`src/rtl/vc_pkg.sv`:
```
// -----------------------------------------------------------------------------
// vc_pkg
// Shared definitions for the Voice Corruptor sample-rate path. The tick
// generator and tick_period_monitor both take their rate from here, so the
// expected tick interval is defined in exactly one place.
//
// Contents:
//   VC_N_PERIOD    expected clocks between ticks (generator reload + 1)
//   VC_TOL         allowed deviation either side of VC_N_PERIOD
//   VC_LOCK_COUNT  consecutive good intervals needed to declare lock
//   VC_CNT_W       interval counter / period width
//   mon_state_e    tick_period_monitor FSM states
// -----------------------------------------------------------------------------
package vc_pkg;

  localparam int unsigned VC_N_PERIOD   = 655;
  localparam int unsigned VC_TOL        = 2;
  localparam int unsigned VC_LOCK_COUNT = 4;
  localparam int unsigned VC_CNT_W      = 10;

  typedef enum logic [1:0] {
    ST_IDLE   = 2'd0,  // disabled, everything cleared
    ST_ARMED  = 2'd1,  // enabled, waiting for a reference tick
    ST_SEARCH = 2'd2,  // measuring, not yet stable
    ST_LOCKED = 2'd3   // measuring, rate stable
  } mon_state_e;

endpackage : vc_pkg

```
`src/rtl/tick_period_monitor_if.sv`:
```
// -----------------------------------------------------------------------------
// tick_period_monitor_if
// Bundles the tick input and the measurement/status outputs of
// tick_period_monitor. Clock and reset stay outside as plain ports.
//
// Signals:
//   en            monitor enable (low forces the monitor idle)
//   tick          one-cycle strobe from the tick generator
//   period        last measured interval in clocks
//   period_valid  one-cycle pulse: period updated
//   locked        level: tick rate stable
//   err           one-cycle pulse: early tick
//   missing       one-cycle pulse: no tick within N_PERIOD+TOL clocks
//
// Modports:
//   master  the side that drives en/tick and consumes status (FSM / bench)
//   slave   the monitor itself
// -----------------------------------------------------------------------------
interface tick_period_monitor_if
  import vc_pkg::*;
#(
  parameter int CNT_W = VC_CNT_W
);

  logic             en;
  logic             tick;
  logic [CNT_W-1:0] period;
  logic             period_valid;
  logic             locked;
  logic             err;
  logic             missing;

  modport master (
    output en,
    output tick,
    input  period,
    input  period_valid,
    input  locked,
    input  err,
    input  missing
  );

  modport slave (
    input  en,
    input  tick,
    output period,
    output period_valid,
    output locked,
    output err,
    output missing
  );

endinterface : tick_period_monitor_if

```
`src/rtl/tick_interval_counter.sv`:
```
// -----------------------------------------------------------------------------
// tick_interval_counter
// Saturating up-counter measuring clocks since the last accepted tick.
//
// Ports:
//   clk     system clock, rising edge
//   rst     synchronous active-high reset (count to 0)
//   clr_i   synchronous clear to 0 (wins over load_i)
//   load_i  synchronous load of 1 (a tick is accepted this cycle)
//   cnt_o   current count; holds at all-ones once saturated
// -----------------------------------------------------------------------------
module tick_interval_counter #(
  parameter int CNT_W = 10
) (
  input  logic             clk,
  input  logic             rst,
  input  logic             clr_i,
  input  logic             load_i,
  output logic [CNT_W-1:0] cnt_o
);

  logic [CNT_W-1:0] cnt_q;
  logic [CNT_W-1:0] cnt_d;

  // Loading 1 (not 0) on a tick makes the count on the next tick equal the
  // full interval: ticks 655 clocks apart read back 655.
  always_comb begin
    // NOTE: assign a default first so every path drives cnt_d; a missing
    // branch in always_comb would otherwise infer a latch.
    cnt_d = cnt_q;
    if (clr_i) begin
      cnt_d = '0;
    end else if (load_i) begin
      cnt_d = CNT_W'(1);
    end else if (cnt_q != '1) begin
      cnt_d = cnt_q + CNT_W'(1);
    end
  end

  // NOTE: sequential state uses non-blocking assignment so every register
  // samples pre-edge values, independent of block evaluation order.
  always_ff @(posedge clk) begin
    if (rst) begin
      cnt_q <= '0;
    end else begin
      cnt_q <= cnt_d;
    end
  end

  assign cnt_o = cnt_q;

endmodule : tick_interval_counter

```
`src/rtl/tick_period_monitor.sv`:
```
// -----------------------------------------------------------------------------
// tick_period_monitor
// Receive-side checker for the sample-rate strobe. Measures the interval
// between ticks, reports each measured period, declares lock after
// LOCK_COUNT consecutive in-window intervals, and flags early ticks (err)
// and absent ticks (missing). All outputs are registered.
//
// Ports:
//   clk   system clock, rising edge
//   rst   synchronous active-high reset (wins over bus.en)
//   bus   tick_period_monitor_if.slave: en, tick in; period, period_valid,
//         locked, err, missing out
// -----------------------------------------------------------------------------
module tick_period_monitor
  import vc_pkg::*;
#(
  parameter int N_PERIOD   = VC_N_PERIOD,
  parameter int TOL        = VC_TOL,
  parameter int LOCK_COUNT = VC_LOCK_COUNT,
  parameter int CNT_W      = VC_CNT_W
) (
  input logic                  clk,
  input logic                  rst,
  tick_period_monitor_if.slave bus
);

  localparam int GOOD_W = $clog2(LOCK_COUNT + 1);

  localparam logic [CNT_W-1:0]  WIN_LO      = CNT_W'(N_PERIOD - TOL);
  localparam logic [CNT_W-1:0]  WIN_HI      = CNT_W'(N_PERIOD + TOL);
  localparam logic [GOOD_W-1:0] LOCK_TARGET = GOOD_W'(LOCK_COUNT);

  mon_state_e        state_q;
  logic [GOOD_W-1:0] good_q;
  logic [CNT_W-1:0]  period_q;
  logic              period_valid_q;
  logic              locked_q;
  logic              err_q;
  logic              missing_q;

  logic [CNT_W-1:0]  cnt;
  logic              cnt_clr;
  logic              cnt_load;
  logic              in_window;
  logic [GOOD_W-1:0] good_inc;

  always_comb begin
    // Counter sits at 0 while disabled/idle; a tick reloads it only once the
    // monitor has left IDLE, so the tick in the IDLE->ARMED cycle is ignored.
    cnt_clr   = !bus.en || (state_q == ST_IDLE);
    cnt_load  = bus.en && bus.tick && (state_q != ST_IDLE);
    in_window = (cnt >= WIN_LO) && (cnt <= WIN_HI);
    good_inc  = good_q + GOOD_W'(1);
  end

  tick_interval_counter #(
    .CNT_W (CNT_W)
  ) u_cnt (
    .clk    (clk),
    .rst    (rst),
    .clr_i  (cnt_clr),
    .load_i (cnt_load),
    .cnt_o  (cnt)
  );

  always_ff @(posedge clk) begin
    if (rst) begin
      state_q        <= ST_IDLE;
      good_q         <= '0;
      period_q       <= '0;
      period_valid_q <= 1'b0;
      locked_q       <= 1'b0;
      err_q          <= 1'b0;
      missing_q      <= 1'b0;
    end else begin
      // Pulse outputs are high for exactly one cycle after the event.
      period_valid_q <= 1'b0;
      err_q          <= 1'b0;
      missing_q      <= 1'b0;

      if (!bus.en) begin
        state_q  <= ST_IDLE;
        good_q   <= '0;
        locked_q <= 1'b0;
      end else begin
        unique case (state_q)
          ST_IDLE: begin
            state_q <= ST_ARMED;
          end

          ST_ARMED: begin
            // First tick only sets the reference point; nothing to report.
            if (bus.tick) begin
              state_q <= ST_SEARCH;
            end
          end

          ST_SEARCH, ST_LOCKED: begin
            if (bus.tick) begin
              period_q       <= cnt;
              period_valid_q <= 1'b1;
              if (in_window) begin
                if (state_q == ST_SEARCH) begin
                  good_q <= good_inc;
                  if (good_inc == LOCK_TARGET) begin
                    state_q  <= ST_LOCKED;
                    locked_q <= 1'b1;
                  end
                end
              end else begin
                // Only early ticks reach here: a late one is caught as
                // missing when cnt reaches WIN_HI.
                err_q    <= 1'b1;
                good_q   <= '0;
                locked_q <= 1'b0;
                state_q  <= ST_SEARCH;
              end
            end else if (cnt == WIN_HI) begin
              // A tick at exactly WIN_HI is good; one cycle later is too late.
              missing_q <= 1'b1;
              locked_q  <= 1'b0;
              good_q    <= '0;
              state_q   <= ST_ARMED;
            end
          end

          default: begin
            state_q <= ST_IDLE;
          end
        endcase
      end
    end
  end

  assign bus.period       = period_q;
  assign bus.period_valid = period_valid_q;
  assign bus.locked       = locked_q;
  assign bus.err          = err_q;
  assign bus.missing      = missing_q;

endmodule : tick_period_monitor
```
`src/flat_wrapper.sv`:
```
// flat-port wrapper written by rule: the top's interface ports become plain ports
module tick_period_monitor_flat import vc_pkg::*;
#(
  parameter int N_PERIOD   = VC_N_PERIOD,
  parameter int TOL        = VC_TOL,
  parameter int LOCK_COUNT = VC_LOCK_COUNT,
  parameter int CNT_W      = VC_CNT_W
)
  (clk, rst, bus_en, bus_tick, bus_period, bus_period_valid, bus_locked, bus_err, bus_missing);
  tick_period_monitor_if #(.CNT_W(CNT_W)) bus_i ();
  input logic clk;
  input logic rst;
  input wire logic [$bits(bus_i.en)-1:0] bus_en;
  input wire logic [$bits(bus_i.tick)-1:0] bus_tick;
  output wire logic [$bits(bus_i.period)-1:0] bus_period;
  output wire logic [$bits(bus_i.period_valid)-1:0] bus_period_valid;
  output wire logic [$bits(bus_i.locked)-1:0] bus_locked;
  output wire logic [$bits(bus_i.err)-1:0] bus_err;
  output wire logic [$bits(bus_i.missing)-1:0] bus_missing;
  assign bus_i.en = bus_en;
  assign bus_i.tick = bus_tick;
  assign bus_period = bus_i.period;
  assign bus_period_valid = bus_i.period_valid;
  assign bus_locked = bus_i.locked;
  assign bus_err = bus_i.err;
  assign bus_missing = bus_i.missing;
  tick_period_monitor #(.N_PERIOD(N_PERIOD), .TOL(TOL), .LOCK_COUNT(LOCK_COUNT), .CNT_W(CNT_W)) u_core (.clk(clk), .rst(rst), .bus(bus_i));
endmodule
```
`config.mk`:
```
export PLATFORM = sky130hd
export DESIGN_NAME = tick_period_monitor_flat
export DESIGN_NICKNAME = d
export VERILOG_FILES = /design/src/rtl/vc_pkg.sv /design/src/rtl/tick_period_monitor_if.sv /design/src/rtl/tick_interval_counter.sv /design/src/rtl/tick_period_monitor.sv /design/src/flat_wrapper.sv
export SDC_FILE = /design/constraint.sdc
export NUM_CORES = 1
export LEC_CHECK = 0
export BUFFER_PORTS_ARGS = -buffer_cell sky130_fd_sc_hd__buf_2
export CORE_ASPECT_RATIO = 1.2
export CORE_MARGIN = 2
export CORE_UTILIZATION = 48
export CTS_BUF_LIST = sky130_fd_sc_hd__clkbuf_4 sky130_fd_sc_hd__clkbuf_8
export CTS_CLUSTER_SIZE = 14
export DETAILED_ROUTE_END_ITERATION = 6
export PLACE_DENSITY = 0.72
export SLEW_MARGIN = 20
export SYNTH_ARGS = -nofsm -noshare
export SYNTH_HDL_FRONTEND = slang
export SYNTH_SLANG_ARGS = --single-unit
```
`constraint.sdc`:
```
create_clock -name clk -period 3.08 [get_ports clk]
set_clock_uncertainty 0.1 [all_clocks]
set_input_delay 0.154 -clock clk [delete_from_list [all_inputs] [get_ports clk]]
set_output_delay 0.154 -clock clk [all_outputs]
set_load 0.03 [all_outputs]
```
==> flow_summary.ini <==
[detailed_routing]
postRouteWirelength_um = 2754
post_drt_via_cell_ratio = 5.491
dr_total_vias = 1164
drcViolationCount = 0
drt_first_pass_iters = 4
routedWlPerCell_um = 12.99
ant_nets = 0
drt_iter0_drc = 58

[placed_design]
io_buffers = 17
post-place-cells = 204
dpl_worst_slack_ns = 1.182
place_hpwl_um = 1989
routability_congestion_estimate = 0.7657

[floorplan]
floorplan.initialDensity_pct = 50.60
fp-row-count = 21
die_h_um = 63.64
floorplan.core_area_um2 = 2811
die_outline_area_um2 = 3417
floorplan.die.width_um = 53.70
ios = 18

[yosys]
post_synth.cell_area_avg_um2 = 8.782
synth.ff_latch_count = 29
synth_largest_type_area_fraction_pct = 40.81
synth.largest_area_cell = dfxtp_1
netlist_area_um2 = 1423
yosysUniqueCellTypes = 44
synthTopCellsByArea = dfxtp_1 41%, nand2_1 8.7%, a21oi_1 5.3%
postSynthNetCount = 171
postSynthCellCount = 162
yosys_warnings = 0
synth_async_sr_flop_share_pct = 0
post_synthesis_sequential_area_ratio_pct = 40.81
synth-edff-count = 0
synth_flop_cell = dfxtp_1

[cells_and_area]
areaGrowthSynthToFinish_pct = 9.411
final_layout_size_suffix_gt1_share_pct = 19.66
finalNetCount = 186
fill_cells = 253
layout_common_cells = 33 x nand2_1, 29 x dfxtp_1, 17 x buf_2, 15 x a21oi_1, 14 x nor2_1
antenna_cells = 0
final_cells = 212
layout.cells.most_common = nand2_1

[setup_path]
critPathArrivalTime_ns = 2.07
required_ns = 3.23
start_kind = flip-flop
critPathMaxFanout = 7
critical_path.endpoint_type = flip-flop
worst-setup-path-type = flip-flop to flip-flop

[timing]
post-route-period-util_pct = 62.66
fin_setup_tns_ns = 0
hold_violations = 0
period_minus_slack_ns = 1.930
grt_setup_unrepaired = no
maxSlewViolCount = 0
final_critical_path_setup_slack_ns = 1.150
relSlewSlack_pct = 68.90
setup-violations-final = 0
fmax_mhz = 518.2
worst_slew_pin_slew_ns = 0.4659

[clock_tree]
cts_resized = 0
post_cts.repair.setup_buffers = 0
h-tree-depth = 2
cts.hold.buffers_added = 0
cts_sinks = 29
ctsLongestPathBuffers = 2
tritoncts = built
clkSlewWorstSetupHoldPaths_ns = 0.09
cts_root_buffer = clkbuf_4
cts_inserted_buffers = 5
source_to_sink_clock_delay_at_the_later_pin_of_the_worst_skew_pair_ns = 0.32

[status]
status = finished, final reports clean

[hold_path]
worst_hold_path_type = input pin to flip-flop

[power]
power.density_nw_per_um2 = 424.8
static_leakage_nw = 0.5961
irDropWorstVdd_mv = 0.2770

[flow_run]
max_cap_violations = 0

[global_routing]
first_global_vias = 1077
grt_use_total_pct = 18.73
grt_pass1_wl_um = 4781
grt-ovfl-total = 0
antenna_found_initial = 0
maximum_number_of_pins_on_one_net_before_global_route_repair = 13
[cell families (layout without fill, tap and decap cells)]
logic type | count (synthesis) | in the layout | synth area share (%)
AND/OR/NAND/NOR | 77 | 77 | 28.67
AO/OA/AOI/OAI | 32 | 32 | 16.45
flip-flops | 29 | 29 | 40.81
buffers and inverters | 12 | 28 | 5.277
XOR/XNOR | 6 | 6 | 3.694
adder cells (fa/ha/maj) | 5 | 5 | 4.398
multiplexers | 1 | 1 | 0.7036
[sequential cells by signal (all words and copies together) (netlist names)]
signal,flops
u_core.good_q,3
u_core.u_cnt.cnt_o,10
u_core.bus.locked,1
u_core.bus.missing,1
u_core.state_q,2
u_core.bus.period,10
u_core.bus.period_valid,1
u_core.bus.err,1
[cell usage after synthesis, drive strengths merged (2+ instances only)]
| library cell | instances |
|---|---|
| buf | 6 |
| nand2 | 33 |
| inv | 3 |
| and3 | 3 |
| ha | 5 |
| nor4b | 3 |
| nand4 | 5 |
| nor3 | 5 |
| clkbuf | 3 |
| dfxtp | 29 |
| a31oi | 3 |
| xnor2 | 2 |
| xor2 | 4 |
| nor2b | 2 |
| nand3 | 4 |
| o21ai | 5 |
| nor2 | 14 |
| a21oi | 15 |
[layout make-up]
class                      instances  area [um2]  area share (%)
multi-input combinational        121       767.0           49.28
sequential                        29       580.6           37.30
timing repair buffer              17       85.08           5.466
clock buffer                       7       65.06           4.180
tap                               34       42.54           2.733
inverter                           3       11.26          0.7235
clock inverter                     1       5.005          0.3215
[power breakdown]
part | switching [W] | internal [W] | leakage (nW)
Clock | 0.000129 | 0.000132 | 0.0413
Combinational | 0.0000129 | 0.00000639 | 0.321
Sequential | 0.00000398 | 0.000376 | 0.234
[worst max-delay path: stages (launching register included)]
cell	delay [ns]
dfxtp_1	0.41
inv_1	0.11
ha_1	0.23
nor2b_1	0.13
nor3_1	0.07
o211a_4	0.30
a211o_1	0.31
a221oi_2	0.20
[per-layer routing]
metal / track usage (%) / vias to the layer above / routed length [um]
li1: - / 595 / -
met1: 23.64 / 526 / 1279
met2: 27.59 / 36 / 1229
met3: 6.635 / 7 / 169
met4: 8.974 / 0 / 75
met5: 0 / - / 0
[through the flow]
| stage | area (um2) | power [W] | util [%] | hold WS, ns |
|---|---|---|---|---|
| after floorplan | 1423 | 0.0004037 | - | 0.2709 |
| after detailed placement | 1486 | 0.0004082 | 52.87 | 0.3450 |
| after global routing | 1556 | 0.0006880 | 55.36 | 0.02350 |
| after CTS | 1556 | 0.0006714 | 55.36 | 0.01495 |
| final | 1556 | 0.0006611 | 55.36 | 0.03749 |
| after global placement | 1486 | 0.0004072 | 52.87 | 0.3415 |
[path summary, 6_finish.rpt]
kind,from,end,slack [ns],cells past startpoint
hold reg to reg,u_core.bus.period[2],u_core.bus.period[2],0.35,2
hold / removal,rst,u_core.bus.period[1],0.04,2
setup / recovery,u_core.u_cnt.cnt_o[1],u_core.bus.locked,1.15,7
setup reg to reg,u_core.u_cnt.cnt_o[1],u_core.bus.locked,1.15,7
(Power assumes the default switching activity.)
